<file path="src/rtl/hex_display_driver.sv">
// Multi-digit registered hex -> 7-segment driver. It converts one digit per cycle into a shadow
// image, commits the image atomically, and adds leading-zero blanking, "Err" and blink.
// Optional macro HEX_DISPLAY_SIGNED_EN: VALUE is two's complement and shown with a minus glyph.
module hex_display_driver #(
  parameter int DIGITS    = 4,
  parameter int BLINK_DIV = 25_000_000,
  parameter int LZ_BLANK  = 1
) (
  input  logic                  CLOCK_50,
  input  logic                  RESET,
  input  logic                  LOAD,
  input  logic [4*DIGITS-1:0]   VALUE,
  input  logic                  ERROR,
  input  logic                  BLINK,
  output logic                  READY,
  output logic                  DONE,
  output logic [7*DIGITS-1:0]   HEX
);

  localparam int W     = 4 * DIGITS;
  localparam int IDX_W = $clog2(DIGITS);
  localparam int CNT_W = $clog2(BLINK_DIV + 1);

  localparam logic [6:0] G_E     = 7'h06;
  localparam logic [6:0] G_R     = 7'h2F;
  localparam logic [6:0] G_MINUS = 7'h3F;
  localparam logic [6:0] G_OFF   = 7'h7F;

  if (DIGITS < 3) begin : g_bad_digits
    $error("hex_display_driver: DIGITS must be >= 3");
  end
  if (BLINK_DIV < 1) begin : g_bad_blink
    $error("hex_display_driver: BLINK_DIV must be >= 1");
  end

  typedef enum logic {IDLE, CONV} state_t;

  state_t             state_reg, state_next;
  logic [IDX_W-1:0]   idx_reg, idx_next;
  logic [W-1:0]       val_reg, val_next;
  logic               err_reg, err_next;
  logic               seen_reg, seen_next;
  logic               done_reg;
  logic               commit;
  logic               capture;
  logic [6:0]         glyph;
  logic [6:0]         shadow_reg [DIGITS];
  logic [6:0]         disp_reg [DIGITS];
  logic [CNT_W-1:0]   cnt_reg;
  logic               phase_on_reg;

  logic [W-1:0]       cap_value;
  logic               cap_err;
  logic               neg_reg;

  function automatic logic [6:0] hex_glyph(input logic [3:0] n);
    case (n)
      4'h0: hex_glyph = 7'h40;
      4'h1: hex_glyph = 7'h79;
      4'h2: hex_glyph = 7'h24;
      4'h3: hex_glyph = 7'h30;
      4'h4: hex_glyph = 7'h19;
      4'h5: hex_glyph = 7'h12;
      4'h6: hex_glyph = 7'h02;
      4'h7: hex_glyph = 7'h78;
      4'h8: hex_glyph = 7'h00;
      4'h9: hex_glyph = 7'h18;
      4'hA: hex_glyph = 7'h08;
      4'hB: hex_glyph = 7'h03;
      4'hC: hex_glyph = 7'h46;
      4'hD: hex_glyph = 7'h21;
      4'hE: hex_glyph = 7'h06;
      default: hex_glyph = 7'h0E;
    endcase
  endfunction

  assign capture = (state_reg == IDLE) && LOAD;

`ifdef HEX_DISPLAY_SIGNED_EN
  // A negative value needs an empty top digit to hold the minus, otherwise it cannot be shown.
  logic cap_neg;
  assign cap_neg   = VALUE[W-1];
  assign cap_value = cap_neg ? (~VALUE + 1'b1) : VALUE;
  assign cap_err   = ERROR | (cap_neg & (cap_value[W-1 -: 4] != 4'd0));

  always_ff @(posedge CLOCK_50) begin
    if (RESET)
      neg_reg <= 1'b0;
    else if (capture)
      neg_reg <= cap_neg;
  end
`else
  assign cap_value = VALUE;
  assign cap_err   = ERROR;
  assign neg_reg   = 1'b0;
`endif

  // Glyph for the digit being converted this cycle.
  logic [3:0]       nib, nib_lo;
  logic [IDX_W-1:0] idx_lo;
  logic             lead_zero, lo_shown;

  always_comb begin
    idx_lo    = idx_reg - 1'b1;
    nib       = val_reg[{idx_reg, 2'b00} +: 4];
    nib_lo    = (idx_reg != '0) ? val_reg[{idx_lo, 2'b00} +: 4] : 4'd0;
    lead_zero = (LZ_BLANK != 0) && !seen_reg && (nib == 4'd0) && (idx_reg != '0);
    lo_shown  = (idx_reg == IDX_W'(1)) || (nib_lo != 4'd0);
    glyph     = hex_glyph(nib);
    if (err_reg) begin
      if (idx_reg == IDX_W'(2))
        glyph = G_E;
      else if (idx_reg < IDX_W'(2))
        glyph = G_R;
      else
        glyph = G_OFF;
    end else if (neg_reg && (LZ_BLANK == 0) && (idx_reg == IDX_W'(DIGITS - 1))) begin
      glyph = G_MINUS;
    end else if (lead_zero) begin
      glyph = (neg_reg && lo_shown) ? G_MINUS : G_OFF;
    end
  end

  always_comb begin
    state_next = state_reg;
    idx_next   = idx_reg;
    val_next   = val_reg;
    err_next   = err_reg;
    seen_next  = seen_reg;
    commit     = 1'b0;
    case (state_reg)
      IDLE: begin
        if (LOAD) begin
          state_next = CONV;
          idx_next   = IDX_W'(DIGITS - 1);
          val_next   = cap_value;
          err_next   = cap_err;
          seen_next  = 1'b0;
        end
      end
      CONV: begin
        seen_next = seen_reg | (nib != 4'd0);
        idx_next  = idx_reg - 1'b1;
        if (idx_reg == '0) begin
          commit     = 1'b1;
          state_next = IDLE;
        end
      end
      default: state_next = IDLE;
    endcase
  end

  always_ff @(posedge CLOCK_50) begin
    if (RESET) begin
      state_reg <= IDLE;
      idx_reg   <= '0;
      val_reg   <= '0;
      err_reg   <= 1'b0;
      seen_reg  <= 1'b0;
      done_reg  <= 1'b0;
    end else begin
      state_reg <= state_next;
      idx_reg   <= idx_next;
      val_reg   <= val_next;
      err_reg   <= err_next;
      seen_reg  <= seen_next;
      done_reg  <= commit;
    end
  end

  // Blink timebase runs free, independent of the conversion FSM.
  always_ff @(posedge CLOCK_50) begin
    if (RESET) begin
      cnt_reg      <= '0;
      phase_on_reg <= 1'b1;
    end else if (cnt_reg == CNT_W'(BLINK_DIV - 1)) begin
      cnt_reg      <= '0;
      phase_on_reg <= ~phase_on_reg;
    end else begin
      cnt_reg <= cnt_reg + 1'b1;
    end
  end

  // Digit 0 is committed straight from the glyph path, since it is written in the commit cycle.
  for (genvar gi = 0; gi < DIGITS; gi++) begin : g_digit
    always_ff @(posedge CLOCK_50) begin
      if ((state_reg == CONV) && (idx_reg == IDX_W'(gi)))
        shadow_reg[gi] <= glyph;
    end

    always_ff @(posedge CLOCK_50) begin
      if (RESET)
        disp_reg[gi] <= G_OFF;
      else if (commit)
        disp_reg[gi] <= (gi == 0) ? glyph : shadow_reg[gi];
    end

    assign HEX[7*gi +: 7] = (BLINK && !phase_on_reg) ? G_OFF : disp_reg[gi];
  end

  assign READY = (state_reg == IDLE);
  assign DONE  = done_reg;

endmodule

</file>
<file path="config.mk">
export PLATFORM = sky130hd
export DESIGN_NAME = hex_display_driver
export DESIGN_NICKNAME = d
export VERILOG_FILES = /design/src/rtl/hex_display_driver.sv
export SDC_FILE = /design/constraint.sdc
export NUM_CORES = 1
export LEC_CHECK = 0
export BUFFER_PORTS_ARGS = -buffer_cell sky130_fd_sc_hd__buf_2
export CAP_MARGIN = 20
export CORE_AREA = 2 2 108 110
export CTS_BUF_LIST = sky130_fd_sc_hd__clkbuf_16
export CTS_CLUSTER_DIAMETER = 150
export DETAILED_ROUTE_END_ITERATION = 12
export DIE_AREA = 0 0 110 112
export GPL_TIMING_DRIVEN = 0
export PLACE_DENSITY = 0.65
export SETUP_SLACK_MARGIN = 0.1
export SLEW_MARGIN = 15
export SYNTH_ARGS = -nofsm -noshare
export SYNTH_HDL_FRONTEND = slang
export SYNTH_SLANG_ARGS = --single-unit
</file>
<file path="constraint.sdc">
create_clock -name CLOCK_50 -period 7.8 [get_ports CLOCK_50]
set_input_delay 0.39 -clock CLOCK_50 [delete_from_list [all_inputs] [get_ports CLOCK_50]]
set_output_delay 0.39 -clock CLOCK_50 [all_outputs]
set_load 0.05 [all_outputs]
</file>
* Yosys cells after proc, flatten, opt, wreduce, memory -nomap -nowiden *
Memories as Yosys holds them, arrays and structs flattened.
Cells that the tools add are included.

word-level totals
  flip-flop bits (word level) = 48
  RAM bits = 56
  bits in read-only memories = 112
  input bits = 21
  output and inout port bits = 30
  word-level logic and storage cells = 88
  memories kept = 3

memory list
  name              words  width  rd ports  clocked after memory_dff  wr ports  line  text
  (name not given)  16     7      1         0                         0         57    case (n)
  disp_reg          4      7      4         0                         4         48    logic [6:0] disp_reg [DIGITS];
  shadow_reg        4      7      3         0                         1         47    logic [6:0] shadow_reg [DIGITS];

operators by class
  add/subtract/negate cells = 2
  order comparisons = 1
  equal/unequal tests = 5
  shift-type cells = 1
  muxes and demuxes = 43
  bitwise logic cells = 7
  reductions and logical operators = 18

operators with widths
  cell                     number
  $mux W7                  15
  $add A25 B1 Y25 const B  1
  $eq A25 B25 Y1 const B   1
  $mux W1                  21
  $reduce_or A7 Y1         3
  $shiftx A16 B5 Y4        1
  $mux W2                  4
  $logic_and A1 B1 Y1      7
  $or A1 B1 Y1             5
  $eq A2 B2 Y1 const B     2
  $logic_not A4 Y1         1
  $pmux W1 S2              2
  $pmux W2 S2              1
  $reduce_bool A4 Y1       1
  $eq A2 B1 Y1 const B     1
  $logic_not A1 Y1         2
  $logic_not A2 Y1         1
  $lt A2 B2 Y1 const B     1
  $ne A2 B2 Y1 const B     1
  $not A1 Y1               2
  $reduce_and A2 Y1        1
  $reduce_bool A2 Y1       1
  $reduce_or A2 Y1         1
  $sub A2 B1 Y2 const B    1

* Longest topological paths before layout *
  depth after elaboration = 9
  gate-level depth with buffers = 8
  depth with buffers taken out = 7

* Worst setup path after synthesis *
Ideal clock, no wire load.

  path kind = register to register
  start point = reg idx_reg[0]
  end point = mem shadow_reg[1][5], data pin
  setup time = 0.273 ns
  arrival time = 2.178 ns
  data required time = 7.527 ns
  path slack = 5.349 ns
  cell stages (with the launch flop) = 7
  buffers on the path = 1
  period minus slack after synthesis = 2.451 ns
  cells stage by stage = dfxtp_1 -> buf_6 -> mux4_1 -> ha_1 -> mux2_4 -> a2111oi_2 -> nor2_1

on the way
  longest elaborated chain between the ends = 9
  elaborated cells on any way between the ends = 22
  those cells by class = eq/ne: 2; shift: 1; mux: 10; reduce/logical: 8; memory: 1

RTL lines
  element                                                                 line  text
  start, declared                                                         39    logic [IDX_W-1:0] idx_reg, idx_next;
  start signal, assigned                                                  163   idx_reg <= idx_next;
  parallel branches: the longest is 5 deep, another holds $mem_v2 Z16 W7  --
  $mux W7 (*)                                                             110   if (err_reg) begin
  net glyph[5]                                                            46    logic [6:0] glyph;
  $mux W7 (no source line) (2 in a row)                                   --
  $mux W7 (no source line) (*)                                            --
  end, declared                                                           47

Mark *: on every way through the listed nets, which the timed path passes.

* Worst setup path after layout *
  start point = reg idx_reg[0]
  end point = mem shadow_reg[1][0], data pin

The elaborated chain is that of the path after synthesis.

==> impl_results.md <==
- Max Clock Freq: 347.8 MHz
- Nets: 506
- Share of synthesized registers carrying an async set or reset: 0
- Register area: 2432 um^2
- Mapped Cells: 414
- CTS Buf Count: 9
- Number of cells in the finished layout apart from fillers: 622
- # clock sinks: 97
- Number of flip-flops in the largest register: 28
- CP Data Arrival Time: 3.01 ns
- CP Launch Type: register
- HPWL after DPL: 6.166 mm
- Setup TNS: 0 ns
- Via/cell ratio: 5.034
- Fin. Hold Viols: 0
- Antenna fix cells: 0
- Crit Path Max Fanout: 10
- Finished Core Util: 0.4587
- TritonCTS clock tree: built
- Num rows: 39
- Sequential element share of the synthesized area: 0.5532
- Die X: 110 um
- Placed cell area: 4823 um^2
- #FFs+latches synth: 97
- Fin crit share: 0.3686
- Remaining DRCs: 0
- Slew at the pin closest to its max-slew limit: 0.7058 ns
- Buffers on Ports: 49
- Pre-CTS setup slack: 4.884 ns
- Ys Warns: 0
- Final setup vio count: 0
- Core Area: 11170 um^2
- Final Max Slew Viols: 0
- Final WS setup: 4.925 ns
- DRT Wirelength: 8.425 mm
- Outcome: complete, no violations
- Setup CP Type: reg -> reg
- Pleak: 1.697 nW
- Post-synthesis to final-layout area growth: 16.59%
- Antenna violations before repair: 0
- Global-route wire length before repair: 13.77 mm
- Number of max-cap violations: 0
- Starting Density: 0.3935
- Die H: 112 um
- Crit end category: register
- Syn avg cell area: 10.62 um^2
- # Post-CTS Setup Buffers: 0
- Largest net degree at the start of global routing: 30
- Final Power: 1.154 mW
- Filler instances: 1025
- Clk pin slew, worst setup/hold paths: 0.07 ns
- WP data required: 7.93 ns
- Die area: 12320 um^2
- Setup Skew: 0.006110 ns
- Total Routing Usage GR: 0.1429
- Minimum clock period: 2.875 ns
- Ports: 51
- Root Buffer: clkbuf_16
- Global route overflow: 0
- DR iter-0 viols: 193
- Via count: 3131
- Slew Limit Headroom: 0.5295
- Vias in the first global route: 2918
- Placed Cells incl. Taps: 606
- Synthesized area: 4397 um^2
- Antenna viol nets, final: 0
- Post-synth EDFFs: 49
- # H-tree levels: 3
- Placer congestion estimate: 0.8940
- Max VDD drop: 0.0001100 V
- Unrepaired setup endpoints after global routing: no
- Clock buffer depth: 2
- Final non-filler cell area: 5126 um^2
- Post-CTS Resized: 0
- Power Dens Cells: 225.2 nW/um^2
- Drt wl/cell: 13.55 um
- Tightest Hold Check Type: in -> reg
- Clock Latency Late Sink: 0.34 ns
- Hold WS: 0.2813 ns
- Post-Syn Nets: 446
- Multi-input gate area: 1814 um^2
- Layout cells sized above 1: 0.1795
- Distinct cells, synth: 48
- Detailed Routing Iterations Pass 1: 4
- CTS Hold Bufs: 0
- Ys flop type: edfxtp_1
layer usage:
layer,track usage,routed length (um)
met1,0.1952,4076
met2,0.2176,3784
met3,0.03220,375
met4,0.05907,189
met5,0,0
cell usage after synthesis, types with 5 or more instances:
cell type | instances | area, um^2
nor3_1 | 5 | 25.02
clkbuf_1 | 15 | 56.30
nand2_1 | 50 | 187.7
and4_1 | 5 | 43.79
inv_1 | 13 | 48.80
a21oi_1 | 33 | 165.2
ha_1 | 11 | 137.6
xor2_1 | 11 | 96.34
or3_1 | 26 | 162.7
nand2b_1 | 32 | 200.2
and2_1 | 9 | 56.30
nand3_1 | 9 | 45.04
edfxtp_1 | 49 | 1471
or4_1 | 7 | 52.55
nor2_1 | 21 | 78.83
nand4_1 | 8 | 50.05
o31ai_1 | 7 | 52.55
dfxtp_1 | 48 | 960.9
cell usage in the layout, fill, tap and decap left out, types with 2 or more instances in the layout:
cell        count
a2111oi_2       2
nand4_1         8
clkbuf_1       15
or3_1          26
mux2_2          4
nor2b_1         2
buf_2          53
and3_1          2
inv_1          14
edfxtp_1       49
and4_1          5
and3_2          2
nand3b_1        2
clkbuf_16       9
nor2_1         21
o221ai_1        2
o31ai_1         7
o21ai_0         4
a21oi_1        33
a211oi_1        2
nand3_1         9
o21ai_1         2
and2_1          9
o21bai_1        4
xnor2_1         2
or4_1           7
ha_1           11
buf_6           2
mux4_1          2
o311ai_0        2
clkinvlp_4      2
nand2_1        50
nor3_1          5
mux4_2          2
dfxtp_1        48
xor2_1         11
nand2b_1       31
where the power goes:
| group | switching [mW] | internal [mW] |
|---|---|---|
| Combinational | 0.0883 | 0.0484 |
| Clock | 0.194 | 0.251 |
| Sequential | 0.00869 | 0.564 |
worst paths after layout:
check | start | slack, ns | cells after the start | to
worst max-delay path | idx_reg[0] | 4.93 | 7 | shadow_reg[1][0]
worst min-delay path | VALUE[0] | 0.28 | 3 | val_reg[0]
worst max register to register | idx_reg[0] | 4.93 | 7 | shadow_reg[1][0]
worst min register to register | val_reg[12] | 0.45 | 2 | val_reg[12]
kinds of logic (layout without fill, tap and decap cells):
family / count (synthesis) / after routing / synth area share
flip-flops: 97 / 97 / 0.5532
buffers and inverters: 35 / 100 / 0.03472
adder cells (fa/ha/maj): 11 / 11 / 0.03130
XOR/XNOR: 13 / 13 / 0.02590
AND/OR/NAND/NOR: 185 / 185 / 0.2262
multiplexers: 9 / 9 / 0.03585
AO/OA/AOI/OAI: 64 / 64 / 0.09278
layout make-up:
cell class | count | area share
multi-input cells | 282 | 0.3539
clock inverters | 7 | 0.01513
repair buffers | 49 | 0.04784
well taps | 143 | 0.03490
plain buffers | 22 | 0.02026
flip-flops and latches | 97 | 0.4745
inverters | 13 | 0.009519
clock buffers | 9 | 0.04393
worst max-delay path: stages (launching register included):
cell     delay, ns
dfxtp_1       0.46
buf_6         0.19
mux4_1        0.68
inv_1         0.16
ha_1          0.24
nor3b_1       0.35
a21oi_1       0.24
a21oi_1       0.35
Note: power is estimated with default switching activity, not from simulation.
